File: src/rtl/usb_tx_pkg.sv
// usb_tx_pkg: shared types and codes for the USB TX packet sequencer.
//   state_t        sequencer states (S_GAP only with USB_TX_IPG_EN)
//   PKT_*          tx_packet request codes
//   SD_*           shifter byte-select codes
//   MAX_PKT_BYTES_DEF  default largest payload
// Optional feature macro: USB_TX_IPG_EN (inter-packet gap state).
package usb_tx_pkg;

  localparam int MAX_PKT_BYTES_DEF = 64;

  typedef enum logic [2:0] {
    S_IDLE,
    S_WAIT_SYNC,
    S_SYNC,
    S_PID,
    S_DATA,
    S_EOP
`ifdef USB_TX_IPG_EN
    , S_GAP
`endif
  } state_t;

  localparam logic [2:0] PKT_DATA0 = 3'd1;
  localparam logic [2:0] PKT_DATA1 = 3'd2;
  localparam logic [2:0] PKT_ACK   = 3'd3;
  localparam logic [2:0] PKT_NAK   = 3'd4;

  localparam logic [1:0] SD_NONE = 2'd0;
  localparam logic [1:0] SD_SYNC = 2'd1;
  localparam logic [1:0] SD_PID  = 2'd2;
  localparam logic [1:0] SD_DATA = 2'd3;

  function automatic logic pkt_is_data(input logic [2:0] p);
    return (p == PKT_DATA0) || (p == PKT_DATA1);
  endfunction

  function automatic logic pkt_is_legal(input logic [2:0] p);
    return pkt_is_data(p) || (p == PKT_ACK) || (p == PKT_NAK);
  endfunction

endpackage

File: src/rtl/tx_bit_counter.sv
// tx_bit_counter: strobe-gated 3-bit counter shared by byte framing,
// the 2-strobe EOP hold and the inter-packet gap.
//   i_clk, i_rst  clock, async active-high reset
//   i_strobe      bit strobe (count enable)
//   i_clr         hold the count at 0 (overrides strobe)
//   i_last        terminal count; o_hit fires on the strobe that sees it
//   o_hit         terminal strobe (byte boundary / end of EOP / end of gap)
module tx_bit_counter (
  input  logic       i_clk,
  input  logic       i_rst,
  input  logic       i_strobe,
  input  logic       i_clr,
  input  logic [2:0] i_last,
  output logic       o_hit
);

  logic [2:0] r_cnt;

  assign o_hit = i_strobe && !i_clr && (r_cnt == i_last);

  // The terminal strobe wraps to 0 so the next phase starts counting
  // from a clean boundary without a separate clear.
  always_ff @(posedge i_clk or posedge i_rst) begin
    if (i_rst)          r_cnt <= 3'd0;
    else if (i_clr)     r_cnt <= 3'd0;
    else if (i_strobe)  r_cnt <= o_hit ? 3'd0 : r_cnt + 3'd1;
  end

endmodule

File: src/rtl/usb_tx_ctrl.sv
// usb_tx_ctrl: USB TX packet sequencer (SYNC, PID, payload, EOP).
//   i_clk, i_rst             clock, async active-high reset
//   i_tx_start               request pulse (accepted only when idle)
//   i_tx_packet              1=DATA0 2=DATA1 3=ACK 4=NAK
//   i_buffer_occupancy       payload bytes available in the TX FIFO
//   i_bit_strobe             one pulse per USB bit period
//   o_send_data              shifter byte select (0 none,1 SYNC,2 PID,3 data)
//   o_enable_pts             shifter parallel load
//   o_get_tx_packet_data     FIFO pop
//   o_eop                    drive SE0
//   o_tx_transfer_active     busy
//   o_tx_done                completion pulse
//   o_tx_error               illegal-request pulse
// Optional feature macro: USB_TX_IPG_EN adds a GAP state of IPG_BITS strobes.
module usb_tx_ctrl
  import usb_tx_pkg::*;
#(
  parameter int MAX_PKT_BYTES = MAX_PKT_BYTES_DEF
`ifdef USB_TX_IPG_EN
  , parameter int IPG_BITS = 8
`endif
) (
  input  logic       i_clk,
  input  logic       i_rst,
  input  logic       i_tx_start,
  input  logic [2:0] i_tx_packet,
  input  logic [6:0] i_buffer_occupancy,
  input  logic       i_bit_strobe,
  output logic [1:0] o_send_data,
  output logic       o_enable_pts,
  output logic       o_get_tx_packet_data,
  output logic       o_eop,
  output logic       o_tx_transfer_active,
  output logic       o_tx_done,
  output logic       o_tx_error
);

  localparam logic [7:0] LP_MAX = 8'(MAX_PKT_BYTES);

  state_t     r_state;
  logic [6:0] r_rem;
  logic       r_eop;
  logic       r_active;
  logic       r_done;
  logic       r_err;

  logic       w_hit;
  logic       w_clr;
  logic [2:0] w_last;
  logic       w_bad_req;

  logic [1:0] w_send;
  logic       w_load;
  logic       w_pop;

  assign w_clr = (r_state == S_IDLE) || (r_state == S_WAIT_SYNC);

  always_comb begin
    w_last = 3'd7;
    case (r_state)
      S_EOP:   w_last = 3'd1;
`ifdef USB_TX_IPG_EN
      S_GAP:   w_last = 3'(IPG_BITS - 1);
`endif
      default: w_last = 3'd7;
    endcase
  end

  tx_bit_counter u_cnt (
    .i_clk    (i_clk),
    .i_rst    (i_rst),
    .i_strobe (i_bit_strobe),
    .i_clr    (w_clr),
    .i_last   (w_last),
    .o_hit    (w_hit)
  );

  assign w_bad_req = !pkt_is_legal(i_tx_packet) ||
                     (pkt_is_data(i_tx_packet) && ({1'b0, i_buffer_occupancy} > LP_MAX));

  // Load controls must coincide with the strobe that also shifts the
  // shifter, so they are decoded from registered state and the strobe.
  always_comb begin
    w_load = 1'b0;
    w_send = SD_NONE;
    w_pop  = 1'b0;
    case (r_state)
      S_WAIT_SYNC: if (i_bit_strobe) begin
        w_load = 1'b1;
        w_send = SD_SYNC;
      end
      S_SYNC: if (w_hit) begin
        w_load = 1'b1;
        w_send = SD_PID;
      end
      S_PID, S_DATA: if (w_hit && (r_rem != 7'd0)) begin
        w_load = 1'b1;
        w_send = SD_DATA;
        w_pop  = 1'b1;
      end
      default: ;
    endcase
  end

  always_ff @(posedge i_clk or posedge i_rst) begin
    if (i_rst) begin
      r_state  <= S_IDLE;
      r_rem    <= 7'd0;
      r_eop    <= 1'b0;
      r_active <= 1'b0;
      r_done   <= 1'b0;
      r_err    <= 1'b0;
    end else begin
      r_done <= 1'b0;
      r_err  <= 1'b0;
      case (r_state)
        // r_done blocks a request landing in the completion cycle.
        S_IDLE: if (i_tx_start && !r_done) begin
          if (w_bad_req) begin
            r_err <= 1'b1;
          end else begin
            r_rem    <= pkt_is_data(i_tx_packet) ? i_buffer_occupancy : 7'd0;
            r_active <= 1'b1;
            r_state  <= S_WAIT_SYNC;
          end
        end
        S_WAIT_SYNC: if (i_bit_strobe) r_state <= S_SYNC;
        S_SYNC:      if (w_hit) r_state <= S_PID;
        S_PID, S_DATA: if (w_hit) begin
          if (r_rem != 7'd0) begin
            r_rem   <= r_rem - 7'd1;
            r_state <= S_DATA;
          end else begin
            r_eop   <= 1'b1;
            r_state <= S_EOP;
          end
        end
        S_EOP: if (w_hit) begin
          r_eop <= 1'b0;
`ifdef USB_TX_IPG_EN
          r_state <= S_GAP;
`else
          r_done   <= 1'b1;
          r_active <= 1'b0;
          r_state  <= S_IDLE;
`endif
        end
`ifdef USB_TX_IPG_EN
        S_GAP: if (w_hit) begin
          r_done   <= 1'b1;
          r_active <= 1'b0;
          r_state  <= S_IDLE;
        end
`endif
        default: r_state <= S_IDLE;
      endcase
    end
  end

  assign o_send_data          = w_send;
  assign o_enable_pts         = w_load;
  assign o_get_tx_packet_data = w_pop;
  assign o_eop                = r_eop;
  assign o_tx_transfer_active = r_active;
  assign o_tx_done            = r_done;
  assign o_tx_error           = r_err;

endmodule

File: config.mk
export PLATFORM = sky130hd
export DESIGN_NAME = usb_tx_ctrl
export DESIGN_NICKNAME = d
export VERILOG_FILES = /design/src/rtl/usb_tx_pkg.sv /design/src/rtl/tx_bit_counter.sv /design/src/rtl/usb_tx_ctrl.sv
export SDC_FILE = /design/constraint.sdc
export NUM_CORES = 1
export LEC_CHECK = 0
export CAP_MARGIN = 10
export CORE_AREA = 2 2 54 66
export DETAILED_ROUTE_END_ITERATION = 8
export DIE_AREA = 0 0 56 68
export GPL_TIMING_DRIVEN = 0
export PLACE_DENSITY = 0.74
export SLEW_MARGIN = 20
export SYNTH_ARGS = -nofsm -noshare
export SYNTH_HDL_FRONTEND = slang
export SYNTH_HIERARCHICAL = 1
export SYNTH_SLANG_ARGS = --single-unit
export TNS_END_PERCENT = 10
File: constraint.sdc
create_clock -name i_clk -period 2.3 [get_ports i_clk]
set_input_delay 0.345 -clock i_clk [delete_from_list [all_inputs] [get_ports i_clk]]
set_output_delay 0.345 -clock i_clk [all_outputs]
set_load 0.02 [all_outputs]
==> Word-level counts from Yosys, hierarchy flattened <==
Index checks and enable logic that the tools add are counted.
{ "word_totals": {"input_bits": 14, "ramBits": 0, "n_memories": 0, "rom_bits": 0, "out_inout_bits": 8, "latchBits": 0, "regBits": 17} }
{ "classes": {"div": 0, "shifts": 0, "mul": 0, "mux": 38, "eq_ne": 18, "magnitude_cmp": 1, "bitwise_logic": 0, "n_reduce_logical": 24, "n_addsub": 2} }
{ "op_table": {"columns": ["cell", "count"], "rows": [
  ["two-way mux 7 bit", 5],
  ["two-way mux 3 bit", 10],
  ["two-way mux 1 bit", 15],
  ["case mux 3 bit (5 select lines)", 1],
  ["case mux 7 bit (2 select lines)", 1],
  ["== test 3 x 2 -> 1 bit, second input constant", 4],
  ["== test 3 bit, second input constant", 3],
  ["inequality test 2 x 1 -> 1 bit, second input constant", 4],
  ["inequality test 2 bit, second input constant", 4],
  ["AND reduction 4 bit", 2],
  ["nonzero test 2 bit", 4],
  ["greater-than comparator 7 bit, second input constant", 1],
  ["nonzero test 7 bit", 1],
  ["subtractor 7 x 1 -> 7 bit, second input constant", 1],
  ["== test 3 x 1 -> 1 bit, second input constant", 2],
  ["case mux 2 bit (3 select lines)", 1],
  ["AND reduction 6 bit", 1],
  ["logical AND 1 bit", 5],
  ["logical OR 1 bit", 5],
  ["AND reduction 5 bit", 1],
  ["two-way mux 2 bit", 2],
  ["case mux 1 bit (2 select lines)", 2],
  ["adder 3 x 1 -> 3 bit, second input constant", 1],
  ["== test 3 bit", 1],
  ["4 further kinds", 6]
]} }

==> Longest topological paths before layout <==
{ "logic_depth": {"ltp_word": 9, "mapped_depth": 12, "ltp_nobuf": 11} }

==> Cells and area by module <==
The synthesis kept the hierarchy.
{ "modules_own_cells": {"columns": ["module", "n_inst", "cells_per_inst", "seq_area_each_um2", "area_per_inst_um2"], "rows": [
  ["usb_tx_ctrl", 1, 124, 350.3, 1018.5],
  ["tx_bit_counter", 1, 21, 75.1, 203.9]
]} }

==> Worst setup path after synthesis <==
No wires, ideal clock.
{ "synth_path": {"path_type": "reg-to-output", "from": "register r_state[1]", "to": "output port o_enable_pts", "path_buffers": 1, "arrival_ns": 2.230, "required_time_ns": 1.955, "stages_incl_launch_ff": 9, "slack_ns": -0.275, "cell_sequence": "dfrtp_1 -> clkbuf_1 -> nor2_1 -> nand2_1 -> xor2_1 -> nor2_1 -> and4b_2 -> inv_1 -> o32ai_1"} }
{ "synth_between": {"word_cells_on_any_way": 17} }
{ "synth_lines": {"columns": ["element", "line_no", "rtl"], "rows": [
  ["start: declaration", "usb_tx_ctrl.sv:40", "state_t r_state;"],
  ["start signal: assignment", "usb_tx_ctrl.sv:107", "r_state <= S_IDLE;"],
  ["start signal: assignment", "usb_tx_ctrl.sv:124", "r_state <= S_WAIT_SYNC;"],
  ["start signal: assignment", "usb_tx_ctrl.sv:127", "S_WAIT_SYNC: if (i_bit_strobe) r_state <= S_SYNC;"],
  ["== test 3 bit *", "usb_tx_ctrl.sv:60", "case (r_state)"],
  ["two-way mux 3 bit *", "usb_tx_ctrl.sv:60", null],
  ["net w_last[1]", "usb_tx_ctrl.sv:49", "logic [2:0] w_last;"],
  ["== test 3 bit *", "tx_bit_counter.sv:19", "assign o_hit = i_strobe && !i_clr && (r_cnt == i_last);"],
  ["logical AND 1 bit *", "tx_bit_counter.sv:19", null],
  ["net w_hit", "usb_tx_ctrl.sv:47", "logic w_hit;"],
  ["logical AND 1 bit", "usb_tx_ctrl.sv:96", "S_PID, S_DATA: if (w_hit && (r_rem != 7'd0)) begin"],
  ["two-way mux 1 bit", "usb_tx_ctrl.sv:96", null],
  ["case mux 1 bit (3 select lines) *", "usb_tx_ctrl.sv:87", "case (r_state)"],
  ["end: declaration", "usb_tx_ctrl.sv:30", "output logic o_enable_pts,"]
]} }
The timed path passes the listed nets; every way through them passes the cells marked *.

==> Worst setup path in the final report <==
Same ends and word-level chain as after synthesis.

==> impl_results.md <==
- Status: finished, violations left
- Failing checks: negative setup slack
- Worst vdd ir: 0.0005405 V
- H-tree levels: 1
- First-pass GRT wire length: 5402 um
- Grt peak-use layer: met2
- Post-synth EDFFs: 0
- GPL Wtd Cong: 0.8291
- GRT met1 Usage: 0.1901
- Sequential area share after synthesis: 0.3480
- DP Wirelength: 2355 um
- Clock transition at the registers of the reported paths: 70 ps
- RSZ-0062 raised after global routing: true
- Area after DPL: about 1500 um2
- Period Utilization, post-route: 1.046
- CTS tree: yes
- Yosys top cell area share: 0.3480
- Netlist cell types: 50
- Total chip power: 1.679 mW
- P_leak: 0.7894 nW
- Antenna diodes: 0
- Max_cap viols: 0
- Slew Viols, Final: 0
- Logic pwr share: 0.572
- CTS Hold Bufs: 0
- Final nets: 208
- # port buffers: 21
- Min Tclk post-route: 2406 ps
- Sw power: between 0.7 and 0.8 mW
- P&R area growth vs syn: 47.80%
- Area of the die: 3808 um2
- DIE HEIGHT: between 60 and 70 um
- Most frequent cell after synthesis: dfrtp_1
- Yosys warnings: 6
- DRT iter0 DRCs: 84
- Met3 GRT Util: 0.02268
- Drt pass-1 iters: 4
- Clk network pwr share: 0.135
- Filler cells: approximately 290
- CTS root buffer: clkbuf_8
- Clk sinks: 17
- CP endpoint kind: primary output
- Rel. slew slack: 0.6214
- CTS Buf Count: 3
- Switching Share: 0.4319
- Met2 Resource Use GR: 0.3529
- Final wirelength: around 3400 um
- Core Util, Final: 0.5606
- Hold Path Class: input port to async pin
- Top post-synthesis cells by area: dfrtp_1 35%, a21oi_1 5.7%, nor2_1 4.9%, nand2_1 4.0%, inv_1 3.4%
- Pwr per Cell Area: 929.0 nW/um2
- Post-route DRC: 0
- Largest net degree at the start of global routing: 15
- Syn avg cell area: 8.430 um2
- Pint: 0.9536 mW
- Synth Flop Type: dfrtp_1
- Leading area contributor after synthesis: dfrtp_1
- Final-report setup violation count: 4
- Setup CP Type: flip-flop to primary output
- Site Rows: 23
- Mapped Area: 1222 um2
- Final worst slack: -105.6 ps
- Die X: 56 um
- Initial Utilization: 0.3793
- Post-DR wirelength/cell: 15.13 um
- #FFs+latches synth: 17
- Vias per cell: 5.601
- Routed vias: 1277
- Ports: 22
- Most common library cells after synthesis: 17 x dfrtp_1, 16 x nor2_1, 14 x a21oi_1
- Final hold violations: 0
- GR Util All Layers: 0.1779
- Routed Antenna Nets: 0
- Design Area, Final: 1807 um2
- Share of cells above drive strength 1: 0.2932
- Clock Path Buffers: 2
- GRT Residual Overflow: 0
- Cell count after synthesis: 145
- Initial antenna violation count: 0
- Max Clock Skew: about 2.3 ps
- Worst Tran Pin Value: 567.3 ps
- Arrival @ worst endpoint: 2060 ps
- CP required: 1960 ps
- Worst skew pair latency: 250 ps
- Vias in the first global route: 1260
- Synth async-reset ratio: 1.000
- Crit path max fanout: 5
- Seq pwr share: 0.293
- Core outline area: 3223 um2
- Critical Path Source Type: flip-flop
- Peak Freq: 0.4157 GHz
placed cells by master, fill, tap and decap left out, types with 3 or more instances in the layout:
cell / count
a21oi_1: 14
a31oi_1: 4
nor2_2: 3
clkbuf_8: 4
o22ai_1: 6
nand2_1: 11
dfrtp_1: 17
buf_4: 19
nor2_1: 13
buf_6: 6
o21ai_0: 5
inv_1: 9
xnor2_1: 3
clkdlybuf4s50_1: 17
stage by stage:
step / hold slack (ps) / worst slack, ps / instances / setup TNS [ps]
2_1_floorplan: 98.64 / 16.09 / 146 / 0
3_3_place_gp: 490.4 / -742.9 / 204 / -2839
3_5_place_dp: 502.1 / -821.0 / 204 / -3596
4_1_cts: 291.9 / -123.6 / 221 / -351.2
5_1_grt: 327.8 / -180.9 / 228 / -664.1
6_report: 289.1 / -105.6 / 228 / -319.4
metal layers:
metal	part of all wire	wire, um
met1	0.40	1365
met2	0.56	1937
met5	0	0
met4	0.011	37
met3	0.032	109
final timing paths:
path / endpoint / slack (ps) / from / cells past startpoint
setup / recovery: o_enable_pts / -110 / r_state[1]$_DFFE_PP0P_ / 9
hold reg to reg: o_tx_transfer_active$_DFFE_PP0P_ / 510 / o_tx_transfer_active$_DFFE_PP0P_ / 2
max in group asynchronous: r_rem[6]$_DFFE_PP0P_ / 1450 / i_rst / 2
setup reg to reg: r_rem[0]$_DFFE_PP0P_ / 80 / r_state[1]$_DFFE_PP0P_ / 11
hold / removal: u_cnt/r_cnt[1]$_DFFE_PP0P_ / 290 / i_rst / 2
min in group i_clk: o_tx_transfer_active$_DFFE_PP0P_ / 510 / o_tx_transfer_active$_DFFE_PP0P_ / 2
power groups by stage:
stage          Combinational (mW)  Sequential, mW  Clock, mW
2_1_floorplan               0.570           0.490          0
3_3_place_gp                0.737           0.493          0
3_5_place_dp                0.764           0.502          0
4_1_cts                     0.880           0.484      0.234
5_1_grt                      1.04           0.503      0.243
6_report                    0.960           0.492      0.226
worst max-delay path: stages, from the launching register on:
cell and delay [ps]:
dfrtp_1 400, clkbuf_8 150, nor2_4 110, nand2_4 80
xor2_2 160, nor2_2 120, and4b_2 330, inv_2 90
o32ai_4 220, buf_6 150
timing repair:
action,CTS,global route
endpoints found under the hold margin,0,0
resized for setup,43,10
setup endpoints to repair,14,6
pin swaps,3,4
buffers inserted,13,7
registers in the layout, indices dropped and copies added (netlist names):
signal                flops
o_eop                     1
o_tx_done                 1
o_tx_error                1
o_tx_transfer_active      1
r_rem                     7
r_state                   3
u_cnt/r_cnt               3
logic make-up (layout without fill, tap and decap cells):
kind of cell,Yosys count,in the layout,share of synthesized area
flops,17,17,0.3480
xor+xnor,6,6,0.04300
compound gates,45,45,0.2416
fa+ha+maj,3,3,0.02866
mux,2,2,0.01638
buf+inv,16,61,0.05323
other cells,1,2,0.003068
simple gates,55,55,0.2661
layout make-up:
type	instances	area (um2)	share of cell area
Clock buffer	4	45.04	0.02493
Multi-Input combinational cell	113	828.3	0.4584
Tap cell	37	46.29	0.02562
Inverter	12	55.05	0.03047
Buffer	4	37.54	0.02078
Sequential cell	17	425.4	0.2355
Timing Repair Buffer	41	369.1	0.2043
(Power assumes the default switching activity.)
==> RTL edit 1: new RTL, config.mk and constraints unchanged <==
Make the reset (`i_rst`) synchronous in 2 clocked blocks. Comments in the files are not updated.
--- a/src/rtl/tx_bit_counter.sv
+++ b/src/rtl/tx_bit_counter.sv
@@ -20,7 +20,7 @@
 
   // The terminal strobe wraps to 0 so the next phase starts counting
   // from a clean boundary without a separate clear.
-  always_ff @(posedge i_clk or posedge i_rst) begin
+  always_ff @(posedge i_clk) begin
     if (i_rst)          r_cnt <= 3'd0;
     else if (i_clr)     r_cnt <= 3'd0;
     else if (i_strobe)  r_cnt <= o_hit ? 3'd0 : r_cnt + 3'd1;
--- a/src/rtl/usb_tx_ctrl.sv
+++ b/src/rtl/usb_tx_ctrl.sv
@@ -102,7 +102,7 @@
     endcase
   end
 
-  always_ff @(posedge i_clk or posedge i_rst) begin
+  always_ff @(posedge i_clk) begin
     if (i_rst) begin
       r_state  <= S_IDLE;
       r_rem    <= 7'd0;
Function: differs if i_rst is asserted again (counterexample within 4 cycles, from zero or initial values and one cycle with i_rst high); with i_rst held inactive, the same outputs for 10 cycles.
==> RTL edit 1 against the original RTL <==
The run still ends with negative setup slack left; routed wire length shrank 11%; clock skew grew 0.0021 ns; area after synthesis fell by 10%; final area shrank 17%; count of clock-buffer cells in the layout is the same; register-to-register slack worse by 0.03 ns; setup slack worse by 0.17 ns; sequential cell count stayed put; critical endpoint unchanged; largest cell class unchanged.
Power is not compared: it rests on default switching activity, and its combinational part moved more than twofold at a synthesized area within 25%.
==> RTL edit 1: results (changes against the original RTL) <==
DPL-INSTANCE-AREA_MM2=0.00137  # -9.0%
WORST-R2R-CELL-COUNT=9  # -2
WORST_SETUP_TIMING_SLACK_AT_THE_PLACEMENT_STAGE_NS=-0.754  # +0.0666 ns
NUM_VIAS=1125  # -12%
GRT_UTIL_MET3=0.0321  # +0.00945
STATUS='finished, violations left'
GRT_FIRST_PASS_WIRELENGTH_UM=5180  # -4.2%
PLACE.DETAILED.HPWL_UM=2280  # -3.4%
MET3ROUTEDLENGTH_UM=96  # -12%
ASYNCSETRESETFLOPFRACSYNTH=0  # -1.00
GLOBALPLACE.CONGESTION=0.771  # -7.1%
FAILED_CHECKS='negative setup slack'
SYN-MEAN-INSTANCE-AREA_UM2=8.21  # -2.6%
WORSTHOLDPATHTYPE='reg2reg'
WORST_SLEW_MARGIN_REL=0.579  # -0.0422
GRT_UTIL_MET2=0.351  # -0.00147
POST_ROUTE_CELLS_DRIVE_ABOVE_1_SHARE=0.220  # -0.0737
DRT_FIRST_ITER_VIOLATIONS=23  # -73%
HOLD_DEPTH=2
CRIT-REG2REG-CAPTURE='r_state[0]$_SDFFE_PP0P_'
ROUTED-WL-MET2_UM=1710  # -12%
ROUTED_LENGTH_PER_INSTANCE_UM=15.3  # +1.3%
CTS_REPAIR_RESIZE_COUNT=27  # -37%
DRT_WL_TOTAL_UM=3080  # -11%
MET1WIRELENGTH_UM=1200  # -12%
USE_MET1=0.176  # -0.0145
POSTCTSSETUPBUFFERS=4  # -9
SETUP_VIOL=4  # unchanged
HOLD_WS_NS=0.454  # +0.165 ns
TIMING.FINAL.WS_SETUP_NS=-0.275  # -0.169 ns
R2R_SETUP_SLK_NS=0.05  # -0.03 ns
SYNTH_TOP_CELLS_BY_COUNT='17 x dfxtp_1, 14 x nor2_1, 8 x a21oi_1, 8 x nand2_1'
GRT_START_MAX_NET_PINS=11  # -4
NNETSFINAL=181  # -13%
SKEW_NS=0.00443  # +0.00210 ns
REGS_BY_FF_COUNT='r_rem (7), r_state (3), u_cnt/r_cnt (3)'
SYNTH.LIB_CELLS_USED.DISTINCT=44  # -12%
WORST-PATH-MAX-FANOUT=2  # -3
GRT_USAGE=0.176  # -0.00179
SETUP_TNS_NS=-0.707  # -0.387 ns
SEQUENTIAL_SHARE_OF_THE_SYNTHESIZED_AREA=0.309  # -0.0386
[RTL edit 1: changes by cell type after synthesis, moves of 3 or more]
| cell | delta |
|---|---|
| nand2_1 | -5 |
| xor2_1 | +3 |
| a31oi_1 | -3 |
| dfxtp_1 | +17 |
| inv_1 | -5 |
| a21oi_1 | -6 |
| nand2b_1 | +3 |
| nor3b_1 | +5 |
| dfrtp_1 | -17 |
| nor3_1 | +3 |
| o22ai_1 | -6 |
[RTL edit 1: cells by family after synthesis]
group | Yosys count | synth area share
and+or+nand+nor | 57 | 0.308
xor gates and xnor gates | 9 | 0.0717
other | 1 | 0.00341
DFF | 17 | 0.309
adders and majority gates | 2 | 0.0227
AOI/OAI and AO/OA | 37 | 0.247
buffers and inverters | 11 | 0.0375
[RTL edit 1: worst max-delay path by stage]
stage / to / slack, ns
floorplan: o_enable_pts / 0.02
global placement: o_enable_pts / -0.69
detailed placement: o_enable_pts / -0.75
CTS: o_enable_pts / -0.38
global route: o_enable_pts / -0.32
finish: o_enable_pts / -0.28
[RTL edit 1: cell type report]
type / count / area [um^2]
plain buffers: 2 / 11.3
clock buffers: 4 / 45.0
fillers: 333 / 1730
inverters: 7 / 28.8
multi-input cells: 106 / 758
flip-flops and latches: 17 / 348
well taps: 37 / 46.3
repair buffers: 28 / 255
[RTL edit 1: power by group]
| part | internal [mW] | switching [mW] |
|---|---|---|
| Combinational | 0.103 | 0.0910 |
| Clock | 0.123 | 0.107 |
| Sequential | 0.307 | 0.0175 |
| Total | 0.532 | 0.215 |
[RTL edit 1: critical path: stages, from the launching register on]
cell and delay, ns:
dfxtp_2 0.33, inv_2 0.08, ha_4 0.14, or4b_4 0.47, or3_4 0.34, nor2b_4 0.13, o21a_2 0.21, nand2b_4 0.14
buf_6 0.13
==> RTL edit 2: new RTL, same settings <==
Made on the original files. Add a define of `USB_TX_IPG_EN`.
--- a/src/rtl/usb_tx_pkg.sv
+++ b/src/rtl/usb_tx_pkg.sv
@@ -4,6 +4,8 @@
 //   SD_*           shifter byte-select codes
 //   MAX_PKT_BYTES_DEF  default largest payload
 // Optional feature macro: USB_TX_IPG_EN (inter-packet gap state).
+`define USB_TX_IPG_EN
+
 package usb_tx_pkg;
 
   localparam int MAX_PKT_BYTES_DEF = 64;
Formal check against the unedited RTL: same outputs for any inputs over 10 cycles, from zero or initial values and one cycle with i_rst high; that may be too few to reach the edited logic, so the function may still have changed.
==> RTL edit 2 against the original RTL <==
The flow still finishes with violations (negative setup slack); routed wire length fell by 3.4%; die area unchanged; setup slack got worse by 0.060 ns; worst hold slack is essentially flat; area after synthesis is 0.10% lower; utilization fell by 3.8 points; sequential cell count unchanged; register-to-register slack worse by 0.17 ns; final area shrank 6.8%; total power up 18%; count of clock-buffer cells in the layout stayed put; critical endpoint is now o_send_data[0].
==> RTL edit 2: results (changes against the original RTL) <==
STATUS='finished, violations left'
FAILED_CHECKS='negative setup slack'
MUXSHAREOFSYNTHAREA=0.0297  # +0.0133
SYNTH_TOP_CELLS_BY_COUNT='17 x dfrtp_1, 15 x nor2_1, 12 x o21ai_0'
NNETSFINAL=198  # -4.8%
YOSYS-TOP-CELLS-AREA='dfrtp_1 35%, o21ai_0 4.9%, nor2_1 4.6%, nor3_1 3.3%, a31oi_1 3.1%'
PORTBUFFERS=21  # unchanged
PG_SEQ_uW=548  # +11%
DRT_FIRST_ITER_VIOLATIONS=51  # -39%
CTS_REPAIR_RESIZE_COUNT=26  # -40%
FIRST_GLOBAL_VIAS=1233  # -2.1%
MET1WIRELENGTH_UM=1280  # -6.5%
SYNTH-XOR-AREA-SHARE=0.0359  # -0.00713
DPL-INSTANCE-AREA_MM2=0.00149  # -0.83%
WORST-R2R-CELL-COUNT=11  # unchanged
GRT_ANTENNA_BEFORE_REPAIR=0  # unchanged
R2R_SETUP_SLK_NS=-0.09  # -0.17 ns
P_INT_mW=1.12  # +18%
SKEW_NS=0.00657  # +0.00424 ns
HTREE_LEVELS=1  # unchanged
COMPOUND_GATE_FRACTION_OF_SYNTH_AREA=0.233  # -0.00897
FILLER_CELL_COUNT=292  # +2.5%
GLOBALPLACE.CONGESTION=0.869  # +4.8%
P_LEAK_nW=0.695  # -12%
MAX_STAGE_DELAY_NS=0.40  # about the same
TIMING.FINAL.WS_SETUP_NS=-0.166  # -0.0604 ns
ROUTED-WL-MET2_UM=1810  # -6.4%
POST_ROUTE_CELLS_DRIVE_ABOVE_1_SHARE=0.276  # -0.0170
USE_MET1=0.194  # +0.00352
SEQUENTIAL_SHARE_OF_THE_SYNTHESIZED_AREA=0.348  # +0.000357
GRT_FIRST_PASS_WIRELENGTH_UM=5330  # -1.3%
SETUP_VIOL=6  # +2
WORST_SETUP_TIMING_SLACK_AT_THE_PLACEMENT_STAGE_NS=-0.689  # +0.132 ns
CP_TOP_FAMILY='simple AND/OR/NAND/NOR gates'
WORST-PATH-MAX-FANOUT=10  # +5
ROUTED_VIA_DENSITY=5.78  # +3.3%
PG_COMB_mW=1.22  # +27%
PLACE.DETAILED.HPWL_UM=2280  # -3.0%
MET3ROUTEDLENGTH_UM=174  # +60%
HOLD_WS_NS=0.289  # -0.000317 ns
CRIT-REG2REG-CAPTURE='r_state[0]$_DFFE_PP0P_'
GRT_UTIL_MET2=0.328  # -0.0250
GRT_USAGE=0.176  # -0.00243
GRT_UTIL_MET3=0.0246  # +0.00189
YOSYS.AREA_SHARE.ADDER=0.0205  # -0.00817
TIGHTEST_SLEW_NS=0.635  # +0.0674 ns
CLOCKNETWORKPOWER_uW=219  # -3%
CTS_INSERTED_BUFFERS=3  # unchanged
IRDROPWORSTVDD_V=0.000556  # +2.9%
SYNTH.LIB_CELLS_USED.DISTINCT=47  # -6.0%
POSTCTSSETUPBUFFERS=9  # -4
REGS_BY_FF_COUNT='r_rem (7), r_state (3), u_cnt/r_cnt (3)'
HIGHEST_LAYER='met4'
DRT_WL_TOTAL_UM=3330  # -3.4%
[RTL edit 2: through the flow]
stage | TNS, ns | std cells
2_1_floorplan | 0 | 144
3_3_place_gp | -3.24 | 202
3_5_place_dp | -3.62 | 202
4_1_cts | -0.820 | 214
5_1_grt | -1.31 | 218
6_report | -0.714 | 218
[RTL edit 2: worst max-delay path by stage]
stage                                      end  slack, ns  cells after the start
after global routing            o_send_data[0]      -0.22                      8
final                           o_send_data[0]      -0.17                      8
after global placement    o_get_tx_packet_data      -0.67                      9
after CTS                         o_enable_pts      -0.24                      8
after floorplan           r_rem[6]$_DFFE_PP0P_       0.03                     10
after detailed placement  o_get_tx_packet_data      -0.69                      9
[RTL edit 2: area by class of cell]
type	instances	area, um^2	area share
multi-input cells	113	787	0.467
well taps	37	46.3	0.0275
repair buffers	34	309	0.184
clock buffers	4	45.0	0.0267
flip-flops and latches	17	427	0.253
plain buffers	4	33.8	0.0201
inverters	9	36.3	0.0215
